===== config.mk =====
export PLATFORM = sky130hd
export DESIGN_NAME = pipe_ctrl
export DESIGN_NICKNAME = d
export VERILOG_FILES = /design/src/rtl/pipe_ctrl_pkg.sv /design/src/rtl/pipe_perf_cnt.sv /design/src/rtl/pipe_ctrl.sv
export SDC_FILE = /design/constraint.sdc
export NUM_CORES = 1
export LEC_CHECK = 0
export CORE_ASPECT_RATIO = 1.25
export CORE_UTILIZATION = 54
export DETAILED_ROUTE_END_ITERATION = 6
export GPL_TIMING_DRIVEN = 0
export PLACE_DENSITY = 0.94
export SLEW_MARGIN = 20
export SYNTH_ARGS = -nofsm -noshare
export SYNTH_HDL_FRONTEND = slang
export SYNTH_SLANG_ARGS = --single-unit

===== constraint.sdc =====
create_clock -name clk -period 3.7 [get_ports clk]
set_input_delay 0.74 -clock clk [delete_from_list [all_inputs] [get_ports clk]]
set_output_delay 0.74 -clock clk [all_outputs]
set_load 0.02 [all_outputs]

===== src/rtl/pipe_ctrl_pkg.sv =====
// -----------------------------------------------------------------------------
// pipe_ctrl_pkg
//  Shared definitions for the five-stage pipeline sequencer (pipe_ctrl) and
//  its helpers.
//
//  Contents
//   pc_state_e   : sequencer state encoding. The values are fixed because the
//                  fetch and decode blocks decode the same 2-bit codes.
//   NUM_STAGES   : number of pipeline stages (IF/ID/EXE/MEM/WB).
//   stage_allow  : allow-in term for one stage of the handshake chain.
//   fetch_open   : whether a state lets IF hand a new instruction to ID.
// -----------------------------------------------------------------------------
package pipe_ctrl_pkg;

   typedef enum logic [1:0] {
      PC_RUN    = 2'd0,
      PC_DRAIN  = 2'd1,
      PC_HALTED = 2'd2,
      PC_STEP   = 2'd3
   } pc_state_e;

   localparam int unsigned NUM_STAGES = 5;

   // A stage can accept a new instruction when it is empty, or when its
   // current instruction finishes this cycle and the stage after it accepts.
   function automatic logic stage_allow(input logic valid,
                                        input logic over,
                                        input logic next_allow);
      return ~valid | (over & next_allow);
   endfunction

   // Only RUN and STEP let fetch hand instructions to ID. DRAIN and HALTED
   // keep the PC parked until the debugger says otherwise.
   function automatic logic fetch_open(input pc_state_e st);
      return (st == PC_RUN) || (st == PC_STEP);
   endfunction

endpackage


===== src/rtl/pipe_perf_cnt.sv =====
// -----------------------------------------------------------------------------
// pipe_perf_cnt
//  Free-running unsigned event counter used for the pipeline performance
//  counters. Adds one on every clock where inc is high and wraps from
//  2^CNT_W-1 back to 0.
//
//  Ports
//   clk     in   1       clock
//   resetn  in   1       synchronous active-low reset, clears the count
//   inc     in   1       count this cycle
//   cnt     out  CNT_W   current count (registered)
// -----------------------------------------------------------------------------
module pipe_perf_cnt
   import pipe_ctrl_pkg::*;
#(
   parameter int CNT_W = 32
) (
   input  logic             clk,
   input  logic             resetn,
   input  logic             inc,
   output logic [CNT_W-1:0] cnt
);

   logic [CNT_W-1:0] cnt_q;
   logic [CNT_W-1:0] cnt_d;

   // Plain modular add; wrap-around falls out of the fixed width.
   always_comb begin
      cnt_d = cnt_q;
      if (inc) begin
         cnt_d = cnt_q + CNT_W'(1);
      end
   end

   always_ff @(posedge clk) begin
      if (!resetn) begin
         cnt_q <= '0;
      end else begin
         cnt_q <= cnt_d;
      end
   end

   assign cnt = cnt_q;

endmodule


===== src/rtl/pipe_ctrl.sv =====
// -----------------------------------------------------------------------------
// pipe_ctrl
//  Central sequencer for the five-stage pipeline (IF/ID/EXE/MEM/WB).
//  Owns the per-stage valid bits and the allow-in chain, decides when fetch
//  advances (next_fetch), flushes the pipe when WB takes an exception or
//  ERET, implements debug halt / drain / single-step, and keeps three
//  performance counters.
//
//  Ports
//   clk          in   1      clock
//   resetn       in   1      synchronous active-low reset
//   IF_over      in   1      IF holds a valid instruction on its output bus
//   ID_over      in   1      ID done (ID drops it itself on load-use stall)
//   EXE_over     in   1      EXE done (low while a mult/div is running)
//   MEM_over     in   1      MEM done
//   WB_over      in   1      WB done
//   exc_valid    in   1      exception or ERET taken in WB
//   halt_req     in   1      debug halt request, level sensitive
//   step         in   1      debug single-step pulse, used only when halted
//   IF_valid     out  1      IF stage valid
//   ID_valid     out  1      ID stage valid
//   EXE_valid    out  1      EXE stage valid
//   MEM_valid    out  1      MEM stage valid
//   WB_valid     out  1      WB stage valid
//   next_fetch   out  1      fetch loads next_pc on this edge (combinational)
//   halted       out  1      sequencer is parked in HALTED
//   perf_cycle   out  CNT_W  cycles since reset
//   perf_retire  out  CNT_W  instructions retired
//   perf_stall   out  CNT_W  cycles where IF was valid but fetch did not move
// -----------------------------------------------------------------------------
module pipe_ctrl
   import pipe_ctrl_pkg::*;
#(
   parameter int CNT_W = 32
) (
   input  logic             clk,
   input  logic             resetn,
   input  logic             IF_over,
   input  logic             ID_over,
   input  logic             EXE_over,
   input  logic             MEM_over,
   input  logic             WB_over,
   input  logic             exc_valid,
   input  logic             halt_req,
   input  logic             step,
   output logic             IF_valid,
   output logic             ID_valid,
   output logic             EXE_valid,
   output logic             MEM_valid,
   output logic             WB_valid,
   output logic             next_fetch,
   output logic             halted,
   output logic [CNT_W-1:0] perf_cycle,
   output logic [CNT_W-1:0] perf_retire,
   output logic [CNT_W-1:0] perf_stall
);

   // ---------------------------------------------------------------------
   // State
   // ---------------------------------------------------------------------
   pc_state_e state_q;
   pc_state_e state_d;

   logic if_valid_q;
   logic id_valid_q;
   logic exe_valid_q;
   logic mem_valid_q;
   logic wb_valid_q;
   logic halted_q;

   logic if_valid_d;
   logic id_valid_d;
   logic exe_valid_d;
   logic mem_valid_d;
   logic wb_valid_d;
   logic halted_d;

   // ---------------------------------------------------------------------
   // Handshake chain
   // ---------------------------------------------------------------------
   logic wb_allow;
   logic mem_allow;
   logic exe_allow;
   logic id_allow;
   logic fetch_gate;
   logic if_go;
   logic pipe_empty;
   logic next_fetch_w;

   // WB never back-pressures: its result is committed every cycle.
   assign wb_allow  = 1'b1;
   assign mem_allow = stage_allow(mem_valid_q, MEM_over, wb_allow);
   assign exe_allow = stage_allow(exe_valid_q, EXE_over, mem_allow);
   assign id_allow  = stage_allow(id_valid_q,  ID_over,  exe_allow);

   assign fetch_gate = fetch_open(state_q);

   // The instruction sitting in IF moves to ID. A WB exception masks it:
   // that instruction is on the wrong path and fetch is redirected instead.
   assign if_go = if_valid_q & IF_over & fetch_gate & id_allow & ~exc_valid;

   // Exception redirect must load exc_pc even while drained or halted.
   // Gating with resetn keeps fetch quiet while the core is held in reset.
   assign next_fetch_w = resetn & (exc_valid | if_go);

   assign pipe_empty = ~id_valid_q & ~exe_valid_q & ~mem_valid_q & ~wb_valid_q;

   // ---------------------------------------------------------------------
   // Valid bits, one cycle per stage
   // ---------------------------------------------------------------------
   always_comb begin
      // Fetch always holds a PC once out of reset.
      if_valid_d  = 1'b1;
      id_valid_d  = id_allow  ? if_go                      : id_valid_q;
      exe_valid_d = exe_allow ? (id_valid_q  & ID_over)    : exe_valid_q;
      mem_valid_d = mem_allow ? (exe_valid_q & EXE_over)   : mem_valid_q;
      wb_valid_d  = mem_valid_q & MEM_over;

      // Flush everything younger than WB. The excepting instruction in WB
      // still retires this cycle, so WB simply does not reload.
      if (exc_valid) begin
         id_valid_d  = 1'b0;
         exe_valid_d = 1'b0;
         mem_valid_d = 1'b0;
         wb_valid_d  = 1'b0;
      end
   end

   // ---------------------------------------------------------------------
   // Debug sequencer
   // ---------------------------------------------------------------------
   always_comb begin
      state_d = state_q;
      unique case (state_q)
         PC_RUN: begin
            if (halt_req) begin
               state_d = PC_DRAIN;
            end
         end
         PC_DRAIN: begin
            if (pipe_empty) begin
               state_d = PC_HALTED;
            end
         end
         PC_HALTED: begin
            // Dropping the halt request beats a simultaneous step.
            if (!halt_req) begin
               state_d = PC_RUN;
            end else if (step) begin
               state_d = PC_STEP;
            end
         end
         PC_STEP: begin
            // Leave as soon as the single instruction enters ID, so exactly
            // one instruction is admitted per step.
            if (if_go) begin
               state_d = PC_DRAIN;
            end
         end
         default: begin
            state_d = PC_RUN;
         end
      endcase
      halted_d = (state_d == PC_HALTED);
   end

   always_ff @(posedge clk) begin
      if (!resetn) begin
         state_q     <= PC_RUN;
         halted_q    <= 1'b0;
         if_valid_q  <= 1'b0;
         id_valid_q  <= 1'b0;
         exe_valid_q <= 1'b0;
         mem_valid_q <= 1'b0;
         wb_valid_q  <= 1'b0;
      end else begin
         state_q     <= state_d;
         halted_q    <= halted_d;
         if_valid_q  <= if_valid_d;
         id_valid_q  <= id_valid_d;
         exe_valid_q <= exe_valid_d;
         mem_valid_q <= mem_valid_d;
         wb_valid_q  <= wb_valid_d;
      end
   end

   // ---------------------------------------------------------------------
   // Performance counters
   // ---------------------------------------------------------------------
   logic retire_inc;
   logic stall_inc;

   assign retire_inc = wb_valid_q & WB_over;
   assign stall_inc  = if_valid_q & ~next_fetch_w;

   pipe_perf_cnt #(.CNT_W(CNT_W)) u_cnt_cycle (
      .clk    (clk),
      .resetn (resetn),
      .inc    (1'b1),
      .cnt    (perf_cycle)
   );

   pipe_perf_cnt #(.CNT_W(CNT_W)) u_cnt_retire (
      .clk    (clk),
      .resetn (resetn),
      .inc    (retire_inc),
      .cnt    (perf_retire)
   );

   pipe_perf_cnt #(.CNT_W(CNT_W)) u_cnt_stall (
      .clk    (clk),
      .resetn (resetn),
      .inc    (stall_inc),
      .cnt    (perf_stall)
   );

   // ---------------------------------------------------------------------
   // Outputs
   // ---------------------------------------------------------------------
   assign IF_valid   = if_valid_q;
   assign ID_valid   = id_valid_q;
   assign EXE_valid  = exe_valid_q;
   assign MEM_valid  = mem_valid_q;
   assign WB_valid   = wb_valid_q;
   assign halted     = halted_q;
   assign next_fetch = next_fetch_w;

endmodule


==> impl_metrics.env <==
export IMPL_status="finished clean"
export IMPL_path_clk_slew_ns=0.08
export IMPL_cp_start_kind="input pin"
export IMPL_critPathSlowestCell="clkdlybuf4s50_1"
export IMPL_clk_latency_ns=0.36
export IMPL_cp_data_arrival_time_ns=2.87
export IMPL_grt_remaining_overflow=0
export IMPL_ys_types=53
export IMPL_critPathBufInv=5
export IMPL_synthesis_yosys_warnings=0
export IMPL_rsz0062_at_grt="false"
export IMPL_gp_congestion=0.849
export IMPL_dpl_cell_area_um2=6070
export IMPL_cts_buffers=9
export IMPL_synth_fp_nets=578
export IMPL_nets=701
export IMPL_dieHeight_um=107
export IMPL_core_area_um2=8650
export IMPL_synthTopCellsByCount="dfxtp_1, nor2_1, nand2_1, xor2_1"
export IMPL_cts_root_buffer="clkbuf_8"
export IMPL_vias=4625
export IMPL_period_share=0.975
export IMPL_grt_pass1_wl_um=19700
export IMPL_slew_violations=0
export IMPL_track_usage=0.267
export IMPL_cp_data_required_time_ns=2.96
export IMPL_irDropWorstVdd_mv=0.285
export IMPL_routed_via_density=5.72
export IMPL_htreeDepth=3
export IMPL_grt_pass1_vias=4451
export IMPL_die_x_um=86.3
export IMPL_crit_family="buffers and inverters"
export IMPL_port_buffers=112
export IMPL_crit_path_max_incr_delay_ns=0.63
export IMPL_hold_violations=0
export IMPL_max_clock_freq_mhz=277
export IMPL_drtIter0Drc=203
export IMPL_setup_violations=0
export IMPL_seq_area_frac_synth=0.434
export IMPL_synth_top_area_frac=0.434
export IMPL_ant_nets=0
export IMPL_synthMostInstantiatedCell="dfxtp_1"
export IMPL_total_leakage_power_nw=2.07
export IMPL_fin_crit_ns=3.61
export IMPL_crit_top_cell="clkdlybuf4s50_1"
export IMPL_grt_max_degree=16
export IMPL_critPathKind="in2out"
export IMPL_synth_area_leaders="dfxtp_1, xor2_1, nor2_1"
export IMPL_start_util=0.554
export IMPL_hold_buffers=0
export IMPL_avgSynthCellArea_um2=8.55
export IMPL_syn_to_final_growth_pct=30.8
export IMPL_cts_tree="yes"
export IMPL_ys_ff_latch=104
export IMPL_cts_setup_buffers=0
export IMPL_syn_area_um2=4800
export IMPL_hpwl_um=8990
export IMPL_fin_skew_ns=0.00845
export IMPL_design_area_um2=6270
export IMPL_synthFlopType="dfxtp_1"
export IMPL_synth_edff_count=0
export IMPL_drcViolationCount=0
export IMPL_die_area_um2=9270
export IMPL_io_pins=113
export IMPL_max_slew_margin=0.507
export IMPL_antenna_found_initial=0
export IMPL_rows=38
export IMPL_cp_end_kind="output port"
export IMPL_powerDensity_nw_per_um2=339
export IMPL_path_cells="clkdlybuf4s50_1, clkinv_2, clkbuf_2, buf_2, nor2_1, clkdlybuf4s50_1"
export IMPL_cts_buffer_depth=2
export IMPL_num_antenna_cells=0
export IMPL_wl_per_cell_um=15.2
export IMPL_utilization=0.725
export IMPL_crit_fanout=10
export IMPL_drtPass1Iterations=5
export IMPL_worst_pin_slew_ns=0.733
export IMPL_cts_sinks=104
export IMPL_min_path_type="reg2reg"
export IMPL_netlist_instances=561
export IMPL_async_flop_share=0
export IMPL_max_cap_viol_count=0
export IMPL_yosysTopAreaCell="dfxtp_1"
export IMPL_drive_gt1_frac=0.0522
export IMPL_wl_um=12300
[cells by family (layout without fill, tap and decap cells)]
family,Yosys count,after routing,share of synthesized area
adder cells (fa/ha/maj),7,7,0.0183
buffers and inverters,38,166,0.0323
multiplexers,7,7,0.0146
XOR/XNOR,61,61,0.111
AO/OA/AOI/OAI,75,75,0.0968
AND/OR/NAND/NOR,269,269,0.293
flip-flops,104,104,0.434
[worst paths after layout]
path	start	to	slack [ns]	cells past startpoint
hold reg to reg	MEM_valid	WB_valid	0.48	2
hold / removal	MEM_valid	WB_valid	0.48	2
setup / recovery	resetn	next_fetch	0.09	6
setup reg to reg	state_q[1]	u_cnt_stall.cnt[13]	1.05	10
[sequential cells by signal, summed over array words and instances, names as in the netlist]
| signal | flops |
|---|---|
| u_cnt_cycle.cnt | 32 |
| u_cnt_retire.cnt | 32 |
| u_cnt_stall.cnt | 32 |
| state_q | 2 |
| EXE_valid | 1 |
| ID_valid | 1 |
| IF_valid | 1 |
| MEM_valid | 1 |
| WB_valid | 1 |
| halted | 1 |
[report_power, final]
part | switching (W) | internal (W) | total, W
combinational | 0.000138 | 0.000101 | 0.000239
clock | 0.000373 | 0.000349 | 0.000722
sequential | 0.0000271 | 0.00114 | 0.00117
[repair_timing]
item                       4_1_cts  5_1_grt
pin swaps                        0        0
hold endpoints to repair         0        0
resized for setup                4        1
setup endpoints to repair        1        1
[worst reg2reg max path: cells and delay by family, from the launching register on]
family,cells,cell delay [ns]
compound gates,2,0.55
fa+ha+maj,1,0.29
buf+inv,4,0.67
flops,1,0.43
simple gates,3,0.65
[cell type report]
cell class | count | area (um^2)
timing repair buffer | 112 | 1120
inverter | 19 | 72.6
clock inverter | 3 | 40.0
fill | 640 | 2380
sequential | 104 | 2080
multi-input combinational | 419 | 2560
buffer | 19 | 87.6
clock buffer | 13 | 159
tap | 120 | 150
[placed cells by master, fill, tap and decap left out, types with 11 or more instances in the layout]
cell / synthesis / routed
nor2_1: 80 / 80
inv_1: 18 / 18
xnor2_1: 24 / 24
a21oi_1: 28 / 28
nand3_1: 32 / 32
clkbuf_1: 11 / 11
clkdlybuf4s50_1: 0 / 112
xor2_1: 37 / 37
or3_1: 11 / 11
nand2_1: 48 / 48
clkbuf_8: 0 / 11
dfxtp_1: 104 / 104
o21ai_0: 16 / 16
nand4_1: 32 / 32
[layer usage]
metal | GRT usage | vias up | routed length, um
li1 | - | 2229 | -
met1 | 0.285 | 2208 | 4860
met2 | 0.485 | 156 | 6420
met3 | 0.0590 | 32 | 660
met4 | 0.140 | 0 | 340
met5 | 0 | - | 0
[per-stage QoR]
stage | setup slack [ns] | instances | hold WS [ns] | power [W] | setup TNS [ns]
floorplan | 1.15 | 561 | 0.529 | 0.00134 | 0
global placement | -0.227 | 793 | 0.455 | 0.00141 | -0.227
detailed placement | -0.251 | 793 | 0.461 | 0.00143 | -0.251
CTS | 0.101 | 809 | 0.478 | 0.00213 | 0
global route | 0.00544 | 809 | 0.505 | 0.00221 | 0
finish | 0.0920 | 809 | 0.475 | 0.00213 | 0
Note: power is estimated with default switching activity, not from simulation.
